--- src/rtl/bus_decoder_pkg.sv ---
// Shared AlgolSoC bus definitions: decoder FSM states and default slave address map.
package bus_decoder_pkg;

  typedef enum logic [1:0] {
    IDLE = 2'd0,
    WAIT = 2'd1,
    DONE = 2'd2
  } state_e;

  // Default address map; the linker map and software headers track these values.
  localparam logic [31:0] RAM_BASE   = 32'h8000_0000;
  localparam logic [31:0] RAM_MASK   = 32'hF000_0000;
  localparam logic [31:0] TIMER_BASE = 32'h0200_0000;
  localparam logic [31:0] TIMER_MASK = 32'hFFFF_FFF0;
  localparam logic [31:0] UART_BASE  = 32'h1000_0000;
  localparam logic [31:0] UART_MASK  = 32'hFFFF_FF00;

endpackage

--- src/rtl/bus_addr_match.sv ---
// Single-window address comparator: hit when the masked address equals the masked base.
module bus_addr_match
  import bus_decoder_pkg::*;
#(
  parameter logic [31:0] BASE = RAM_BASE,
  parameter logic [31:0] MASK = RAM_MASK
) (
  input  logic [31:0] address,
  output logic        hit
);

  assign hit = ((address & MASK) == (BASE & MASK));

endmodule

--- src/rtl/bus_decoder.sv ---
// Single-master to three-slave bus decoder with error termination of unmapped and hung accesses.
module bus_decoder
  import bus_decoder_pkg::*;
#(
  parameter logic [31:0] SLAVE0_BASE = RAM_BASE,
  parameter logic [31:0] SLAVE0_MASK = RAM_MASK,
  parameter logic [31:0] SLAVE1_BASE = TIMER_BASE,
  parameter logic [31:0] SLAVE1_MASK = TIMER_MASK,
  parameter logic [31:0] SLAVE2_BASE = UART_BASE,
  parameter logic [31:0] SLAVE2_MASK = UART_MASK,
  parameter int          TIMEOUT     = 16
) (
  input  logic        clk,
  input  logic        rst_n,
  input  logic [31:0] m_address,
  input  logic [31:0] m_wdata,
  input  logic [3:0]  m_wsel,
  input  logic        m_valid,
  output logic [31:0] m_rdata,
  output logic        m_ready,
  output logic        m_error,
  output logic [31:0] s_address,
  output logic [31:0] s_wdata,
  output logic [3:0]  s_wsel,
  output logic [2:0]  s_valid,
  input  logic [95:0] s_rdata,
  input  logic [2:0]  s_ready,
  input  logic [2:0]  s_error
);

  localparam int               CNT_W    = (TIMEOUT > 1) ? $clog2(TIMEOUT) : 1;
  localparam logic [CNT_W-1:0] CNT_LAST = CNT_W'(TIMEOUT - 1);

  state_e           state_q, state_d;
  logic [1:0]       sel_q, sel_d;
  logic [CNT_W-1:0] cnt_q, cnt_d;
  logic [2:0]       s_valid_q, s_valid_d;
  logic [31:0]      s_address_q, s_address_d;
  logic [31:0]      s_wdata_q, s_wdata_d;
  logic [3:0]       s_wsel_q, s_wsel_d;
  logic             m_ready_q, m_ready_d;
  logic             m_error_q, m_error_d;
  logic [31:0]      m_rdata_q, m_rdata_d;

  logic [2:0]       hit;
  logic             any_hit;
  logic [1:0]       hit_sel;
  logic [31:0]      sel_rdata;
  logic             sel_ready;
  logic             sel_error;

  bus_addr_match #(.BASE(SLAVE0_BASE), .MASK(SLAVE0_MASK)) u_match0 (.address(m_address), .hit(hit[0]));
  bus_addr_match #(.BASE(SLAVE1_BASE), .MASK(SLAVE1_MASK)) u_match1 (.address(m_address), .hit(hit[1]));
  bus_addr_match #(.BASE(SLAVE2_BASE), .MASK(SLAVE2_MASK)) u_match2 (.address(m_address), .hit(hit[2]));

  // Fixed-priority encode of the window hits: slave 0 wins over 1, 1 over 2.
  always_comb begin
    any_hit = |hit;
    hit_sel = 2'd0;
    if (hit[0])      hit_sel = 2'd0;
    else if (hit[1]) hit_sel = 2'd1;
    else if (hit[2]) hit_sel = 2'd2;
  end

  // Route only the selected slave's response; the other slaves are never looked at.
  always_comb begin
    sel_rdata = '0;
    sel_ready = 1'b0;
    sel_error = 1'b0;
    case (sel_q)
      2'd0: begin sel_rdata = s_rdata[31:0];  sel_ready = s_ready[0]; sel_error = s_error[0]; end
      2'd1: begin sel_rdata = s_rdata[63:32]; sel_ready = s_ready[1]; sel_error = s_error[1]; end
      2'd2: begin sel_rdata = s_rdata[95:64]; sel_ready = s_ready[2]; sel_error = s_error[2]; end
      default: ;
    endcase
  end

  // Next-state logic; every output is computed here and registered below.
  always_comb begin
    state_d     = state_q;
    sel_d       = sel_q;
    cnt_d       = cnt_q;
    s_valid_d   = s_valid_q;
    s_address_d = s_address_q;
    s_wdata_d   = s_wdata_q;
    s_wsel_d    = s_wsel_q;
    m_ready_d   = 1'b0;
    m_error_d   = m_error_q;
    m_rdata_d   = m_rdata_q;
    case (state_q)
      IDLE: begin
        if (m_valid) begin
          if (any_hit) begin
            s_address_d = m_address;
            s_wdata_d   = m_wdata;
            s_wsel_d    = m_wsel;
            sel_d       = hit_sel;
            s_valid_d   = 3'b001 << hit_sel;
            cnt_d       = '0;
            state_d     = WAIT;
          end else begin
            m_ready_d = 1'b1;
            m_error_d = 1'b1;
            m_rdata_d = '0;
            state_d   = DONE;
          end
        end
      end
      WAIT: begin
        if (sel_ready) begin
          s_valid_d = '0;
          m_ready_d = 1'b1;
          m_error_d = sel_error;
          m_rdata_d = sel_rdata;
          state_d   = DONE;
        end else if (cnt_q == CNT_LAST) begin
          s_valid_d = '0;
          m_ready_d = 1'b1;
          m_error_d = 1'b1;
          m_rdata_d = '0;
          state_d   = DONE;
        end else begin
          cnt_d = cnt_q + 1'b1;
        end
      end
      DONE: begin
        // s_valid is already low here, so a registered-ready slave cannot accept twice.
        s_valid_d = '0;
        state_d   = IDLE;
      end
      default: begin
        s_valid_d = '0;
        state_d   = IDLE;
      end
    endcase
  end

  // State and output registers with synchronous active-low reset.
  always_ff @(posedge clk) begin
    if (!rst_n) begin
      state_q     <= IDLE;
      sel_q       <= 2'd0;
      cnt_q       <= '0;
      s_valid_q   <= '0;
      s_address_q <= '0;
      s_wdata_q   <= '0;
      s_wsel_q    <= '0;
      m_ready_q   <= 1'b0;
      m_error_q   <= 1'b0;
      m_rdata_q   <= '0;
    end else begin
      state_q     <= state_d;
      sel_q       <= sel_d;
      cnt_q       <= cnt_d;
      s_valid_q   <= s_valid_d;
      s_address_q <= s_address_d;
      s_wdata_q   <= s_wdata_d;
      s_wsel_q    <= s_wsel_d;
      m_ready_q   <= m_ready_d;
      m_error_q   <= m_error_d;
      m_rdata_q   <= m_rdata_d;
    end
  end

  assign m_rdata   = m_rdata_q;
  assign m_ready   = m_ready_q;
  assign m_error   = m_error_q;
  assign s_address = s_address_q;
  assign s_wdata   = s_wdata_q;
  assign s_wsel    = s_wsel_q;
  assign s_valid   = s_valid_q;

endmodule

--- config.mk ---
export PLATFORM = sky130hd
export DESIGN_NAME = bus_decoder
export DESIGN_NICKNAME = d
export VERILOG_FILES = /design/src/rtl/bus_decoder_pkg.sv /design/src/rtl/bus_addr_match.sv /design/src/rtl/bus_decoder.sv
export SDC_FILE = /design/constraint.sdc
export NUM_CORES = 1
export LEC_CHECK = 0
export ABC_AREA = 1
export CAP_MARGIN = 20
export CORE_MARGIN = 2
export CORE_UTILIZATION = 42
export DETAILED_ROUTE_END_ITERATION = 10
export PLACE_DENSITY = 0.91
export SKIP_LAST_GASP = 1
export SLEW_MARGIN = 20
export SYNTH_ARGS = -nofsm -noshare
export SYNTH_HDL_FRONTEND = slang
export SYNTH_SLANG_ARGS = --single-unit
--- constraint.sdc ---
create_clock -name clk -period 4.1 [get_ports clk]
set_input_delay 0.41 -clock clk [delete_from_list [all_inputs] [get_ports clk]]
set_output_delay 0.41 -clock clk [all_outputs]
set_load 0.02 [all_outputs]
==> run_results.csv, run 1 <==
group,metric,value,unit
power,power_frac_seq,36.2,%
floorplanning,dieArea,12990,µm²
floorplanning,start_util,42.64,%
placement,io_buffers,277,
finish,drive_gt1_share,5.849,%
logic_synthesis,synthCells,786,
critical_path,worstPathRequired,4.40,ns
finish,fin_area,8528,µm²
logic_synthesis,ys_seq_elements,113,
outcome,status,"finished clean",
logic_synthesis,ys_warn_count,0,
critical_path,cp-end-kind,"register",
logic_synthesis,seq_area_frac_synth,44.54,%
power,power.leakage,3.459,nW
global_routing,globalRouteOverflowTotal,0,
floorplanning,rows,40,
logic_synthesis,ys_types,24,
power,vdd_drop_max,0.2977,mV
sta,rsz0062_at_grt,"no",
floorplanning,die_h,114.0,µm
drt,drt-total-wl,16.93,mm
finish,fillers,975,
clock_tree,cts_setup_buffers,0,
drt,num_vias,5819,
global_routing,grt_usage,25.08,%
logic_synthesis,ys_top_cells_by_count,"221 x nor2_1, 205 x nand2_1, 113 x dfxtp_1, 42 x inv_1, 42 x o21ai_0",
logic_synthesis,synth_top_area_cell,"dfxtp_1",
sta,timing.setup.tns,0,ns
placement,dp.final_hpwl,12.16,mm
drt,drt_iter0_drc,381,
drt,routedWlPerCell,14.03,µm
run,drv_cap,0,
critical_path,start_kind,"input port",
clock_tree,worstSkewPairLatency,0.40,ns
drt,drc,0,
logic_synthesis,netlist.area_leader.share,44.54,%
clock_tree,cts_resized,0,
sta,timing.fmax,382.4,MHz
sta,setup_slack,1.485,ns
sta,final-setup-viol-count,0,
critical_path,r2r_slack,1.67,ns
hold_path,worstHoldPathType,"register to register",
sta,fin_crit_sh,63.78,%
finish,diodes,0,
power,p_int,0.002438,W
drt,drt_first_pass_iters,4,
clock_tree,htree_num_levels,4,
sta,skew,0.008355,ns
finish,synthToLayoutAreaGrowth,67.92,%
power,switching_share,24.81,%
clock_tree,cts-root-buf,"clkbuf_16",
global_routing,antenna_found_initial,0,
sta,tightest_slew,1.074,ns
critical_path,critPathMaxFanout,46,
power,clockPowerShare,47.5,%
logic_synthesis,syn_area,5079,µm²
drt,drt-vias-per-instance,4.821,
global_routing,grt_pass1_wl,25.81,mm
global_routing,grt_max_degree,73,
power,comb_power_share,16.3,%
clock_tree,cts_tree,"built",
logic_synthesis,synthFlopType,"dfxtp_1",
power,p_per_area,380.2,nW/µm²
placement,place_area,7905,µm²
sta,period_needed,2.615,ns
placement,finalWeightedCongestion,0.8175,
placement,dp_slack,1.084,ns
drt,ant_nets,0,
logic_synthesis,synth_edf_count,0,
critical_path,cp.arrival,2.91,ns
logic_synthesis,synth.avg_cell_area,6.461,µm²
logic_synthesis,synth_nets,960,
floorplanning,core-area,11910,µm²
clock_tree,cts_inserted_buffers,17,
power,p_total,0.003243,W
sta,hold_viol,0,
finish,fin_nets,1221,
clock_tree,clkTransAtPathRegs,0.06,ns
power,power.switching,0.0008044,W
clock_tree,numClockSinks,113,
logic_synthesis,yosys.cell_count.top_type,"nor2_1",
sta,slew-limit-headroom,28.40,%
logic_synthesis,synth_area_leaders,"dfxtp_1 45%, nor2_1 16%, nand2_1 15%",
logic_synthesis,async_flop_share,0,%
critical_path,path_class,"input port to register",
global_routing,grt_pass1_vias,5275,
floorplanning,die_x,114.0,µm
sta,slew_violations,0,
finish,fin_util,71.60,%
floorplanning,io-pin-count,278,
clock_tree,cts-hold-fix-buffers,0,
clock_tree,clockBufferDepth,2,
layout by cell type, fill, tap and decap left out:
| cell type | instances |
|---|---|
| and2_1 | 1 |
| clkinv_4 | 2 |
| clkbuf_8 | 3 |
| a31oi_1 | 22 |
| nor2_1 | 221 |
| nand4_1 | 3 |
| inv_6 | 1 |
| nand2_2 | 2 |
| a21oi_1 | 17 |
| o21ai_0 | 42 |
| a31o_2 | 1 |
| buf_4 | 10 |
| inv_2 | 10 |
| clkdlybuf4s50_1 | 276 |
| nand3_2 | 1 |
| nor2_4 | 2 |
| buf_2 | 1 |
| nand2_1 | 205 |
| nand3_1 | 29 |
| clkinvlp_4 | 4 |
| clkbuf_16 | 17 |
| dfxtp_1 | 113 |
| nor2_2 | 3 |
| ha_1 | 1 |
| bufinv_16 | 3 |
| xor2_1 | 1 |
| o21ai_1 | 25 |
| clkinv_2 | 2 |
| inv_1 | 42 |
critical path, stage by stage:
cell and delay [ns]:
clkdlybuf4s50_1 0.45, inv_1 0.07, nand2_1 0.07, nor2_1 0.14, nand2_1 0.07, nor2_1 0.11, nand2_1 0.09, nand3_1 0.17
nand2_1 0.44, nand2_1 0.23, buf_4 0.40, nand2_1 0.11, nand2_1 0.09, nor2_1 0.04
layout make-up:
type                            count  area (µm²)  share of cell area, %
Clock buffer                       20       466.7                  5.472
Clock inverter                     12       156.4                  1.834
Inverter                           52       195.2                  2.289
Multi-Input combinational cell    576        2421                  28.39
Sequential cell                   113        2262                  26.53
Tap cell                          147       183.9                  2.157
Timing Repair Buffer              287        2843                  33.33
cells by family (layout without fill, tap and decap cells):
family / Yosys count / in the layout / synth area share, %
AND/OR/NAND/NOR: 467 / 467 / 36.09
flip-flops: 113 / 113 / 44.54
AO/OA/AOI/OAI: 107 / 107 / 11.16
buffers and inverters: 97 / 371 / 7.785
adder cells (fa/ha/maj): 1 / 1 / 0.2463
XOR/XNOR: 1 / 1 / 0.1725
registers in the layout (all words and copies together) (netlist names):
| name | cells |
|---|---|
| sel_q | 2 |
| state_q | 2 |
| m_error | 1 |
| s_valid | 3 |
| cnt_q | 4 |
| m_rdata | 32 |
| s_wsel | 4 |
| s_address | 32 |
| s_wdata | 32 |
| m_ready | 1 |
power groups by stage:
stage	Sequential, W	Combinational [W]	Clock [W]
6_report	0.00117	0.000529	0.00154
5_1_grt	0.00118	0.000576	0.00160
4_1_cts	0.00117	0.000530	0.00156
3_5_place_dp	0.00120	0.000527	0
3_3_place_gp	0.00120	0.000515	0
2_1_floorplan	0.00125	0.000179	0
stage by stage:
stage | instances | hold WS, ns
finish | 1207 | 0.4361
global route | 1207 | 0.4555
CTS | 1207 | 0.4373
detailed placement | 1175 | 0.4276
global placement | 1175 | 0.4257
floorplan | 786 | 0.4911
layer usage:
metal | part of all wire (%) | vias to the layer above | track usage [%]
li1 | - | 2974 | -
met4 | 3.4 | 0 | 11.46
met3 | 5.1 | 42 | 5.207
met5 | 0 | - | 0
met1 | 41 | 2628 | 29.76
met2 | 50 | 175 | 43.53
worst paths after layout:
kind / from / end / depth (start not counted)
min reg2reg: s_address[30] / s_address[30] / 2
max: m_address[13] / m_rdata[13] / 14
min: s_address[30] / s_address[30] / 2
max reg2reg: sel_q[1] / m_rdata[13] / 14
No activity file was read; power rests on OpenSTA's default activity.
==> run 2: changes to the inputs <==
Settings changed: CORE_UTILIZATION 42 to 35, PLACE_DENSITY 0.91 to 0.81.
Clock period 4.1 ns to 2.34 ns, I/O delays scaled along.
==> run_results.csv, run 2 (same netlist as run 1, synthesis figures left out) <==
group,metric,value,unit
outcome,status,"finished clean",
finish,diodes,0,
finish,fillers,1298,
clock_tree,cts-hold-fix-buffers,0,
placement,finalWeightedCongestion,0.8659,
global_routing,antenna_found_initial,0,
critical_path,critPathMaxFanout,26,
sta,rsz0062_at_grt,"no",
hold_path,worstHoldPathType,"input port to register",
power,power.leakage,3.465,nW
global_routing,grt_usage,21.29,%
critical_path,worstPathRequired,2.64,ns
clock_tree,htree_num_levels,4,
placement,dp_slack,0.1017,ns
hold_path,worstHoldStart,"rst_n",
drt,drt-total-wl,16.55,mm
power,p_total,0.005539,W
clock_tree,worstSkewPairLatency,0.42,ns
placement,place_area,8011,µm²
clock_tree,cts_tree,"built",
finish,multi_input_area,2421,µm²
finish,fin_nets,1224,
sta,slew_violations,0,
power,vdd_drop_max,0.4962,mV
floorplanning,die_h,124.5,µm
floorplanning,dieArea,15490,µm²
floorplanning,die_x,124.5,µm
sta,hold_viol,0,
sta,final-setup-viol-count,0,
finish,drive_gt1_share,6.021,%
sta,timing.setup.tns,0,ns
drt,num_vias,5801,
drt,drt_first_pass_iters,7,
sta,slew-limit-headroom,55.71,%
critical_path,path_class,"input port to register",
sta,timing.fmax,550.2,MHz
drt,drt_iter0_drc,313,
critical_path,cp-end-kind,"register",
finish,fin_cells,1247,
sta,period_needed,1.818,ns
global_routing,globalRouteOverflowTotal,0,
clock_tree,cts-root-buf,"clkbuf_16",
sta,skew,0.006444,ns
drt,drc,0,
clock_tree,clkTransAtPathRegs,0.06,ns
drt,routedWlPerCell,13.27,µm
placement,io_buffers,277,
floorplanning,io-pin-count,278,
drt,ant_nets,0,
sta,tightest_slew,0.6643,ns
run,drv_cap,0,
clock_tree,cts_inserted_buffers,17,
finish,final_common_cell,"clkdlybuf4s50_1",
critical_path,r2r-start,"state_q[1]",
global_routing,grt_pass1_wl,26.73,mm
floorplanning,rows,44,
clock_tree,cts_resized,0,
global_routing,grt_max_degree,71,
clock_tree,numClockSinks,113,
clock_tree,clockBufferDepth,2,
sta,setup_slack,0.5224,ns
sta,fin_crit_sh,77.67,%
floorplanning,core-area,14370,µm²
finish,final_cell_mix,"276 x clkdlybuf4s50_1, 221 x nor2_1, 205 x nand2_1, 113 x dfxtp_1",
placement,dp.final_hpwl,12.01,mm
clock_tree,cts_setup_buffers,0,
finish,synthToLayoutAreaGrowth,69.38,%
drt,drt-vias-per-instance,4.652,
critical_path,cp.arrival,2.12,ns
finish,area.sequential,2262,µm²
power,p_per_area,643.9,nW/µm²
placement,place_inst,1215,
global_routing,grt_pass1_vias,5351,
finish,fin_area,8602,µm²
critical_path,startpoint,"m_address[8]",
critical_path,start_kind,"input port",
floorplanning,start_util,35.34,%
run 2: worst max-delay path, cell delays in order:
cell	delay [ns]
clkdlybuf4s50_1	0.42
nor2_1	0.15
nand2_1	0.10
inv_1	0.06
nand2_1	0.04
nor2_1	0.11
nand2_1	0.10
nand3_1	0.18
nand2_2	0.16
buf_4	0.26
o21ai_1	0.23
nor2_1	0.06
run 2: final cells by class:
class	count	area share (%)
inverters	52	2.269
flip-flops and latches	113	26.30
clock inverters	12	1.556
clock buffers	20	5.309
repair buffers	290	33.75
multi-input cells	576	28.15
well taps	184	2.676
run 2: path summary, 6_finish.rpt:
check	endpoint	cells after the start	slack, ns
setup / recovery	s_address[7]	12	0.52
hold / removal	s_wsel[2]	3	0.10
hold reg to reg	s_address[29]	2	0.44
setup reg to reg	s_address[7]	7	0.56
run 2: report_power, final:
part           switching [W]  leakage [nW]  internal, W
Clock               0.000929         0.275      0.00162
Combinational       0.000424          2.27     0.000508
Sequential         0.0000458         0.919      0.00201
Total                0.00140          3.46      0.00414
run 2: per-layer routing:
layer | wire length [µm] | global-route usage (%) | vias to the layer above
met3 | 939 | 5.198 | 48
li1 | - | - | 2994
met5 | 0 | 0 | -
met1 | 6948 | 25.35 | 2563
met2 | 7971 | 35.52 | 196
met4 | 688 | 11.04 | 0
run 2: metrics by stage:
step | hold slack [ns] | util [%]
floorplan | 0.3828 | -
global placement | 0.4278 | 55.76
detailed placement | 0.4280 | 55.76
CTS | 0.09058 | 59.87
global route | 0.1222 | 59.87
finish | 0.1018 | 59.87
